**src/rtl/i2s_rx_deserializer_if.sv**
```systemverilog
// Bundle of the I2S pins and the parallel sample outputs of i2s_rx_deserializer.
// The deserializer uses the master modport; the codec/consumer side uses slave.
interface i2s_rx_deserializer_if #(
    parameter int DATA_WIDTH = 16
);
    logic                  bclk;
    logic                  lrclk;
    logic                  sdata;
    logic [DATA_WIDTH-1:0] audio_data_left;
    logic [DATA_WIDTH-1:0] audio_data_right;
    // sample_valid is a one-cycle strobe with no ready/backpressure: the words
    // change only in the strobe cycle and hold until the next strobe.
    logic                  sample_valid;
    logic                  frame_error;
    logic [7:0]            err_count;

    modport master (
        input  bclk, lrclk, sdata,
        output audio_data_left, audio_data_right, sample_valid, frame_error, err_count
    );

    modport slave (
        output bclk, lrclk, sdata,
        input  audio_data_left, audio_data_right, sample_valid, frame_error, err_count
    );
endinterface

```
**src/rtl/i2s_rx_deserializer.sv**
```systemverilog
// Philips-I2S receiver: oversamples BCLK/LRCLK/SDATA on clk, emits one L/R word pair per frame.
// Optional short-slot detection (frame_error, err_count) is enabled by I2S_RX_FRAME_ERR_EN.
module i2s_rx_deserializer #(
    parameter int DATA_WIDTH = 16,
    parameter int CNT_WIDTH  = 5
) (
    input  logic                  clk,
    input  logic                  reset_n,
    i2s_rx_deserializer_if.master bus,
    output logic [1:0]            dbg_state_o
);
    typedef enum logic [1:0] {
        IDLE  = 2'd0,
        LEFT  = 2'd1,
        RIGHT = 2'd2
    } state_t;

    localparam logic [CNT_WIDTH-1:0]  DW_C    = CNT_WIDTH'(DATA_WIDTH);
    localparam logic [DATA_WIDTH-1:0] MSB_ONE = {1'b1, {(DATA_WIDTH-1){1'b0}}};

    logic [1:0]            bclk_sync_q, lr_sync_q, sd_sync_q;
    logic                  bclk_prev_q;
    state_t                state_q, state_d;
    logic                  lr_prev_q, lr_prev_d;
    logic [CNT_WIDTH-1:0]  cnt_q, cnt_d;
    logic [DATA_WIDTH-1:0] left_sr_q, left_sr_d, right_sr_q, right_sr_d;
    logic [DATA_WIDTH-1:0] left_q, left_d, right_q, right_d;
    logic                  valid_q;
    logic                  commit;

    logic                  bclk_rise, lr_s, sd_s, lr_change;
    logic [DATA_WIDTH-1:0] bit_mask;

    assign bclk_rise = bclk_sync_q[1] & ~bclk_prev_q;
    assign lr_s      = lr_sync_q[1];
    assign sd_s      = sd_sync_q[1];
    assign lr_change = lr_s ^ lr_prev_q;
    assign bit_mask  = MSB_ONE >> cnt_q;

    always_ff @(posedge clk or negedge reset_n) begin
        if (!reset_n) begin
            bclk_sync_q <= '0;
            lr_sync_q   <= '0;
            sd_sync_q   <= '0;
            bclk_prev_q <= 1'b0;
            state_q     <= IDLE;
            lr_prev_q   <= 1'b0;
            cnt_q       <= '0;
            left_sr_q   <= '0;
            right_sr_q  <= '0;
            left_q      <= '0;
            right_q     <= '0;
            valid_q     <= 1'b0;
        end else begin
            bclk_sync_q <= {bclk_sync_q[0], bus.bclk};
            lr_sync_q   <= {lr_sync_q[0], bus.lrclk};
            sd_sync_q   <= {sd_sync_q[0], bus.sdata};
            bclk_prev_q <= bclk_sync_q[1];
            state_q     <= state_d;
            lr_prev_q   <= lr_prev_d;
            cnt_q       <= cnt_d;
            left_sr_q   <= left_sr_d;
            right_sr_q  <= right_sr_d;
            left_q      <= left_d;
            right_q     <= right_d;
            valid_q     <= commit;
        end
    end

    // A rise that shows an LRCLK change carries the previous slot's LSB, so it
    // only advances the FSM and restarts the counter; it never captures data.
    always_comb begin
        state_d    = state_q;
        lr_prev_d  = lr_prev_q;
        cnt_d      = cnt_q;
        left_sr_d  = left_sr_q;
        right_sr_d = right_sr_q;
        left_d     = left_q;
        right_d    = right_q;
        commit     = 1'b0;
        if (bclk_rise) begin
            lr_prev_d = lr_s;
            if (lr_change) begin
                cnt_d = '0;
                case (state_q)
                    IDLE: begin
                        if (!lr_s) begin
                            state_d   = LEFT;
                            left_sr_d = '0;
                        end
                    end
                    LEFT: begin
                        if (lr_s) begin
                            state_d    = RIGHT;
                            right_sr_d = '0;
                        end
                    end
                    RIGHT: begin
                        if (!lr_s) begin
                            commit    = 1'b1;
                            left_d    = left_sr_q;
                            right_d   = right_sr_q;
                            state_d   = LEFT;
                            left_sr_d = '0;
                        end
                    end
                    default: state_d = IDLE;
                endcase
            end else if (state_q != IDLE && cnt_q < DW_C) begin
                if (state_q == LEFT) begin
                    left_sr_d = sd_s ? (left_sr_q | bit_mask) : (left_sr_q & ~bit_mask);
                end else begin
                    right_sr_d = sd_s ? (right_sr_q | bit_mask) : (right_sr_q & ~bit_mask);
                end
                cnt_d = cnt_q + CNT_WIDTH'(1);
            end
        end
    end

`ifdef I2S_RX_FRAME_ERR_EN
    logic       short_l_q, short_l_d;
    logic       ferr_q, ferr_d;
    logic [7:0] err_cnt_q, err_cnt_d;
    logic       slot_short, left_end;

    assign slot_short = cnt_q < DW_C;
    assign left_end   = bclk_rise & lr_change & lr_s & (state_q == LEFT);

    always_comb begin
        short_l_d = short_l_q;
        ferr_d    = 1'b0;
        err_cnt_d = err_cnt_q;
        if (left_end) begin
            short_l_d = slot_short;
        end
        if (commit) begin
            ferr_d = short_l_q | slot_short;
            if (ferr_d && err_cnt_q != 8'hFF) begin
                err_cnt_d = err_cnt_q + 8'd1;
            end
        end
    end

    always_ff @(posedge clk or negedge reset_n) begin
        if (!reset_n) begin
            short_l_q <= 1'b0;
            ferr_q    <= 1'b0;
            err_cnt_q <= '0;
        end else begin
            short_l_q <= short_l_d;
            ferr_q    <= ferr_d;
            err_cnt_q <= err_cnt_d;
        end
    end

    assign bus.frame_error = ferr_q;
    assign bus.err_count   = err_cnt_q;
`else
    assign bus.frame_error = 1'b0;
    assign bus.err_count   = 8'd0;
`endif

    assign bus.audio_data_left  = left_q;
    assign bus.audio_data_right = right_q;
    assign bus.sample_valid     = valid_q;
    assign dbg_state_o          = state_q;
endmodule

```
**src/flat_wrapper.sv**
```systemverilog
// flat-port wrapper written by rule: the top's interface ports become plain ports
module i2s_rx_deserializer_flat 
#(
    parameter int DATA_WIDTH = 16,
    parameter int CNT_WIDTH  = 5
)
  (clk, reset_n, dbg_state_o, bus_bclk, bus_lrclk, bus_sdata, bus_audio_data_left, bus_audio_data_right, bus_sample_valid, bus_frame_error, bus_err_count);
  i2s_rx_deserializer_if #(.DATA_WIDTH(DATA_WIDTH)) bus_i ();
  input  logic clk;
  input  logic reset_n;
  output logic [1:0] dbg_state_o;
  input wire logic [$bits(bus_i.bclk)-1:0] bus_bclk;
  input wire logic [$bits(bus_i.lrclk)-1:0] bus_lrclk;
  input wire logic [$bits(bus_i.sdata)-1:0] bus_sdata;
  output wire logic [$bits(bus_i.audio_data_left)-1:0] bus_audio_data_left;
  output wire logic [$bits(bus_i.audio_data_right)-1:0] bus_audio_data_right;
  output wire logic [$bits(bus_i.sample_valid)-1:0] bus_sample_valid;
  output wire logic [$bits(bus_i.frame_error)-1:0] bus_frame_error;
  output wire logic [$bits(bus_i.err_count)-1:0] bus_err_count;
  assign bus_i.bclk = bus_bclk;
  assign bus_i.lrclk = bus_lrclk;
  assign bus_i.sdata = bus_sdata;
  assign bus_audio_data_left = bus_i.audio_data_left;
  assign bus_audio_data_right = bus_i.audio_data_right;
  assign bus_sample_valid = bus_i.sample_valid;
  assign bus_frame_error = bus_i.frame_error;
  assign bus_err_count = bus_i.err_count;
  i2s_rx_deserializer #(.DATA_WIDTH(DATA_WIDTH), .CNT_WIDTH(CNT_WIDTH)) u_core (.clk(clk), .reset_n(reset_n), .bus(bus_i), .dbg_state_o(dbg_state_o));
endmodule
```
**config.mk**
```make
export PLATFORM = sky130hd
export DESIGN_NAME = i2s_rx_deserializer_flat
export DESIGN_NICKNAME = d
export VERILOG_FILES = /design/src/rtl/i2s_rx_deserializer_if.sv /design/src/rtl/i2s_rx_deserializer.sv /design/src/flat_wrapper.sv
export SDC_FILE = /design/constraint.sdc
export NUM_CORES = 1
export LEC_CHECK = 0
export ABC_AREA = 1
export BUFFER_PORTS_ARGS = -buffer_cell sky130_fd_sc_hd__clkbuf_2
export CORE_MARGIN = 5
export CORE_UTILIZATION = 40
export DETAILED_ROUTE_END_ITERATION = 12
export GPL_TIMING_DRIVEN = 1
export MAX_ROUTING_LAYER = met4
export PLACE_DENSITY = 0.65
export SETUP_SLACK_MARGIN = 0.5
export SYNTH_ARGS = -nofsm -noshare
export SYNTH_HDL_FRONTEND = slang
export SYNTH_SLANG_ARGS = --single-unit
```
**constraint.sdc**
```tcl
create_clock -name clk -period 2.8 [get_ports clk]
set_input_delay 0.14 -clock clk [delete_from_list [all_inputs] [get_ports clk]]
set_output_delay 0.14 -clock clk [all_outputs]
set_load 0.01 [all_outputs]
```
* Word level (Yosys, flattened, before mapping)
Cells that the tools add are included.
** Word-level totals
- Register bits after elaboration :: 80
- Input bits :: 5
- Output and inout bits :: 44
- Logic and storage cells :: 65
** Operators by class
- Add/subtract/negate cells :: 1
- Magnitude comparators :: 1
- Equal/unequal tests :: 9
- Shifts and indexed selects :: 1
- Mux-type cells :: 21
- Bitwise logic cells :: 9
- Reductions and logical operators :: 11
** Operators with widths (count)
- $mux 16 :: 12
- $and 16x16->16 :: 2
- $or 16x16->16 :: 2
- $not 16->16 :: 1
- $shr 16x5->16 const A :: 1
- $mux 5 :: 2
- $reduce_and 5->1 :: 2
- $ne 2x2->1 const B :: 4
- $reduce_and 4->1 :: 2
- $ne 2x1->1 const B :: 3
- $reduce_bool 2->1 :: 3
- $add 5x1->5 const B :: 1
- $lt 5x5->1 const B :: 1
- $mux 1 :: 4
- $mux 2 :: 2
- $pmux 2 s2 :: 1
- $eq 2x1->1 const B :: 1
- $eq 2x2->1 const B :: 1
- $logic_not 2->1 :: 1
- $not 1->1 :: 2
- $reduce_and 2->1 :: 1
- $reduce_or 2->1 :: 1
- $and 1x1->1 :: 1
- $logic_and 1x1->1 :: 1
- $xor 1x1->1 :: 1

* Longest topological paths before layout
- Depth in word-level cells :: 7
- Gate-level depth with buffers :: 11
- Depth with buffers taken out :: 9

* Worst setup path before layout
Ideal clock, no wire load.
- Path kind :: register to register
- Start :: register u_core.state_q[1] (netlist: u_core.dbg_state_o[1])
- End :: register u_core.right_sr_q[10]
- Setup time :: 0.117 ns
- Arrival :: 1.225 ns
- Data required time :: 2.683 ns
- Path slack :: 1.459 ns
- Cell stages (with the launch flop) :: 10
- Buffers on the path :: 1
- Clock period less this slack :: 1.341 ns
- Cells stage by stage :: dfrtp_1 inv_1 nand2_1 clkinv_1 nand2_1 nand2_2 nand3_4 buf_2 nand2_1 nand2_1
** On the way
- Longest elaborated chain between the ends :: 4
- Elaborated cells between the ends (all ways) :: 7
- Classes of those cells :: 3 x eq/ne; 4 x reduce/logical
** Ends and longest elaborated chain
- from (decl) :: line i2s_rx_deserializer.sv:23 : state_t state_q, state_d;
- from (signal assigned) :: line i2s_rx_deserializer.sv:59 : state_q <= state_d;
- $reduce_bool 2->1 :: line i2s_rx_deserializer.sv:109 : end else if (state_q != IDLE && cnt_q < DW_C) begin
- $logic_and 1x1->1 :: line i2s_rx_deserializer.sv:109
- $reduce_bool 2->1 (no source line)
- $reduce_and 5->1 (no source line) (*)
- to (signal assigned) :: line i2s_rx_deserializer.sv:63 : right_sr_q <= right_sr_d;
- to (decl) :: line i2s_rx_deserializer.sv:26 : logic [DATA_WIDTH-1:0] left_sr_q, left_sr_d, right_sr_q, right_sr_d;
Mark *: on every way between the ends. The rest lies on a longest branch, timed or not.
A chain may end at the register's enable or synchronous reset.

* Final worst setup path
- Start :: register u_core.lr_sync_q[1]
- End :: register u_core.left_sr_q[5]
** On the way
- Longest elaborated chain between the ends :: 3
- Elaborated cells between the ends (all ways) :: 7
- Classes of those cells :: 2 x eq/ne; 1 x mux; 1 x bitwise; 3 x reduce/logical
** Ends and longest elaborated chain
- from (decl) :: line i2s_rx_deserializer.sv:21 : logic [1:0] bclk_sync_q, lr_sync_q, sd_sync_q;
- from (signal assigned) :: line i2s_rx_deserializer.sv:56 : lr_sync_q <= {lr_sync_q[0], bus.lrclk};
- $xor 1x1->1 :: line i2s_rx_deserializer.sv:37 : assign lr_change = lr_s ^ lr_prev_q;
- $ne 2x2->1 (no source line) or $reduce_bool 2->1 (tied branches)
- $reduce_and 5->1 (no source line)
- to (signal assigned) :: line i2s_rx_deserializer.sv:62 : left_sr_q <= left_sr_d;
- to (decl) :: line i2s_rx_deserializer.sv:26
Several ways; a longest one is shown, not always the timed one.

==> results.py <==
metrics = {
    "final_layout": {
        "fillCellCount": 979,
        "final_cells": 651,
        "fin_nets": 524,
        "area_growth_pct": 11.4,
        "fin_util_pct": 45.0,
        "layout-drive-gt1-share_pct": 15.8,
        "n_antenna_cell": 0,
    },
    "power": {
        "power_mw": 2.69,
        "p_leak_nw": 2.33,
        "peakVddDrop_mv": 0.268,
        "p_per_area_mw_per_mm2": 624,
    },
    "logic_synthesis": {
        "avgSynthCellArea_um2": 8.11,
        "seq_area_frac_synth_pct": 51.7,
        "async_flop_share_pct": 100,
        "ys_seq_elements": 80,
        "synthCells": 478,
        "synth_top_flop_cell": "dfrtp_1",
        "synth_cell_type_count": 28,
        "synth_top_cell_area_share_pct": 51.7,
        "netlist_top_cells_count": "nand2_1, dfrtp_1, nand3_1",
        "ys_top_cells_by_area": "dfrtp_1, nand2_1, nand3_1",
        "synth_largest_area_cell": "dfrtp_1",
        "syn_area_mm2": 0.00387,
        "synth-edff-count": 0,
        "ys_warn_count": 0,
        "synth.most_common_cell": "nand2_1",
    },
    "sta": {
        "fin_ws_ns": 0.915,
        "setup-violations-final": 0,
        "clock_skew_ns": 0.00825,
        "rsz0062_at_grt": "no",
        "worstMarginPinSlew_ns": 1.01,
        "period_share_pct": 67.3,
        "fin_tns_setup_ns": 0,
        "slew_violations": 0,
        "min_period_ns": 1.89,
        "finalHoldViolations": 0,
        "max_freq_mhz": 530,
        "maxSlewHeadroom_pct": 32.8,
    },
    "route": {
        "ant_nets": 0,
        "wl_per_cell_um": 13.3,
        "vias": 3127,
        "routed_wl_mm": 8.63,
        "drt_iter0_drc": 222,
        "vias_per_cell": 4.80,
        "drc": 0,
        "first_pass_iters": 4,
    },
    "grt": {
        "grt_pass1_wl_mm": 14.7,
        "grt_usage_pct": 16.1,
        "grt_pass1_vias": 3080,
        "antenna_found_initial": 0,
        "grt_max_degree": 81,
        "overflow": 0,
    },
    "critical_path": {
        "crit_buf_inv": 2,
        "path_cells": "inv_2 -> nand2_2 -> nand2_2 -> buf_4 -> nand3_1 -> nand2_4 -> nand2_4 -> nand2_1 -> nand2_1",
        "cp.depth": 9,
        "critical_path.max_fanout": 31,
        "cp-end-kind": "flop",
        "reg2regPathDepth": 9,
        "cp.arrival_ns": 2.13,
        "cp_slowest_cell": "dfrtp_1",
        "worstSetupPathType": "reg2reg",
        "rrSetupSlack_ns": 0.91,
        "startpoint_type": "flop",
        "worstPathRequired_ns": 3.04,
        "max_stage_delay_ns": 0.46,
        "r2r-end": "u_core.left_sr_q[5]",
        "cp_top_family": "simple AND/OR/NAND/NOR gates",
        "rr_startpoint": "u_core.lr_sync_q[1]",
    },
    "floorplan": {
        "coreArea_mm2": 0.00959,
        "start_util_pct": 40.4,
        "die-area_mm2": 0.0118,
        "rows": 36,
        "io_pins": 49,
        "die_h_um": 108,
        "dieWidth_um": 108,
    },
    "placement": {
        "place_worst_setup_slack_ns": 0.918,
        "hpwl_mm": 5.81,
        "port_buffers": 39,
        "dp.cells": 631,
        "place.gp.congestion": 0.859,
    },
    "run": {
        "drv_cap": 0,
    },
    "clock_tree": {
        "htreeDepth": 3,
        "numCtsBuffers": 9,
        "clk_latency_ns": 0.36,
        "cts_tree": "done",
        "cts-root-buf": "clkbuf_8",
        "cts_num_sinks": 80,
        "clk_pin_slew_ns": 0.08,
        "postCtsSetupRepairBufs": 0,
        "clockBufferDepth": 2,
        "cts-resized-gates": 0,
    },
    "outcome": {
        "status": "completed",
    },
    "min_path": {
        "holdPathStages": 0,
        "hold_path_end": "u_core.bclk_sync_q[1]",
        "hp-class": "reg2reg",
        "hold_path.startpoint": "u_core.bclk_sync_q[0]",
    },
}
## how the worst max path moves through the flow
stage                     slack (ns)                  start                    end
after floorplan                 1.46  u_core.dbg_state_o[1]  u_core.right_sr_q[10]
after global placement          1.02    u_core.lr_sync_q[1]   u_core.left_sr_q[15]
after detailed placement        0.92    u_core.lr_sync_q[1]    u_core.left_sr_q[1]
after CTS                       0.92    u_core.lr_sync_q[1]    u_core.left_sr_q[6]
after global routing            0.76    u_core.lr_sync_q[1]   u_core.left_sr_q[11]
final                           0.91    u_core.lr_sync_q[1]    u_core.left_sr_q[5]
## area by class of cell
type / instances / area [um^2] / area share, %
multi-input combinational: 358 / 1620 / 37.4
clock inverter: 6 / 67.6 / 1.57
clock buffer: 10 / 138 / 3.19
sequential: 80 / 2000 / 46.4
tap: 133 / 166 / 3.86
timing repair buffer: 45 / 253 / 5.86
inverter: 19 / 73.8 / 1.71
## where the power goes
group	total (mW)	internal, mW	switching, mW
logic	0.511	0.141	0.370
clock network	0.881	0.441	0.440
registers	1.30	1.23	0.0736
## metrics by stage
stage / hold slack [ns] / instance area [um^2]
after detailed placement: 0.250 / 4070
after floorplan: -0.156 / 3910
after CTS: 0.354 / 4320
after global routing: 0.365 / 4320
after global placement: 0.250 / 4070
final: 0.352 / 4320
## per-layer routing
layer | up-vias | part of all wire, % | GRT usage, %
li1 | 1554 | - | -
met5 | - | 0 | -
met3 | 6 | 4.8 | 2.33
met4 | 0 | 0.71 | 5.14
met1 | 1498 | 45 | 20.9
met2 | 69 | 50 | 26.1
## what timing repair did
action,CTS,global route
endpoints found under the hold margin,12,0
endpoints found under the setup margin,0,0
hold buffers,4,0
## kinds of logic after synthesis
group	synth area share (%)
flip-flops	51.7
other	0.0968
AND/OR/NAND/NOR	33.1
XOR/XNOR	0.452
AO/OA/AOI/OAI	5.33
adder cells (fa/ha/maj)	1.94
buffers and inverters	7.39
## cells in the final DEF (no fill, tap or decap), types with 2 or more instances in the layout
master and count:
a21oi_1 29, inv_1 13, nand2_2 9, clkbuf_8 10, o21ai_0 5, nand4_1 3, nand2_1 241, buf_4 3
nor2_4 3, dfrtp_1 80, nand3_1 32, inv_2 4, clkinv_2 2, o22ai_1 2, ha_1 6, conb_1 9
dlygate4sd3_1 4, clkbuf_2 38, xor2_1 2, nor2_1 7, nand2_4 4
## registers in the layout, summed over array words and instances (netlist names)
signal and cells:
u_core.lr_sync_q 2, u_core.right_sr_q 16, u_core.dbg_state_o 2, u_core.lr_prev_q 1, u_core.bclk_prev_q 1, u_core.left_sr_q 16, u_core.cnt_q 5, u_core.bus.audio_data_left 16
u_core.bclk_sync_q 2, u_core.bus.audio_data_right 16, u_core.sd_sync_q 2, u_core.bus.sample_valid 1
## worst register-to-register path: cells and delay by family (launching register included)
kind,cells,cell delay (ns)
simple gates,7,0.91
buf+inv,2,0.42
flops,1,0.46
(Power assumes the default switching activity.)
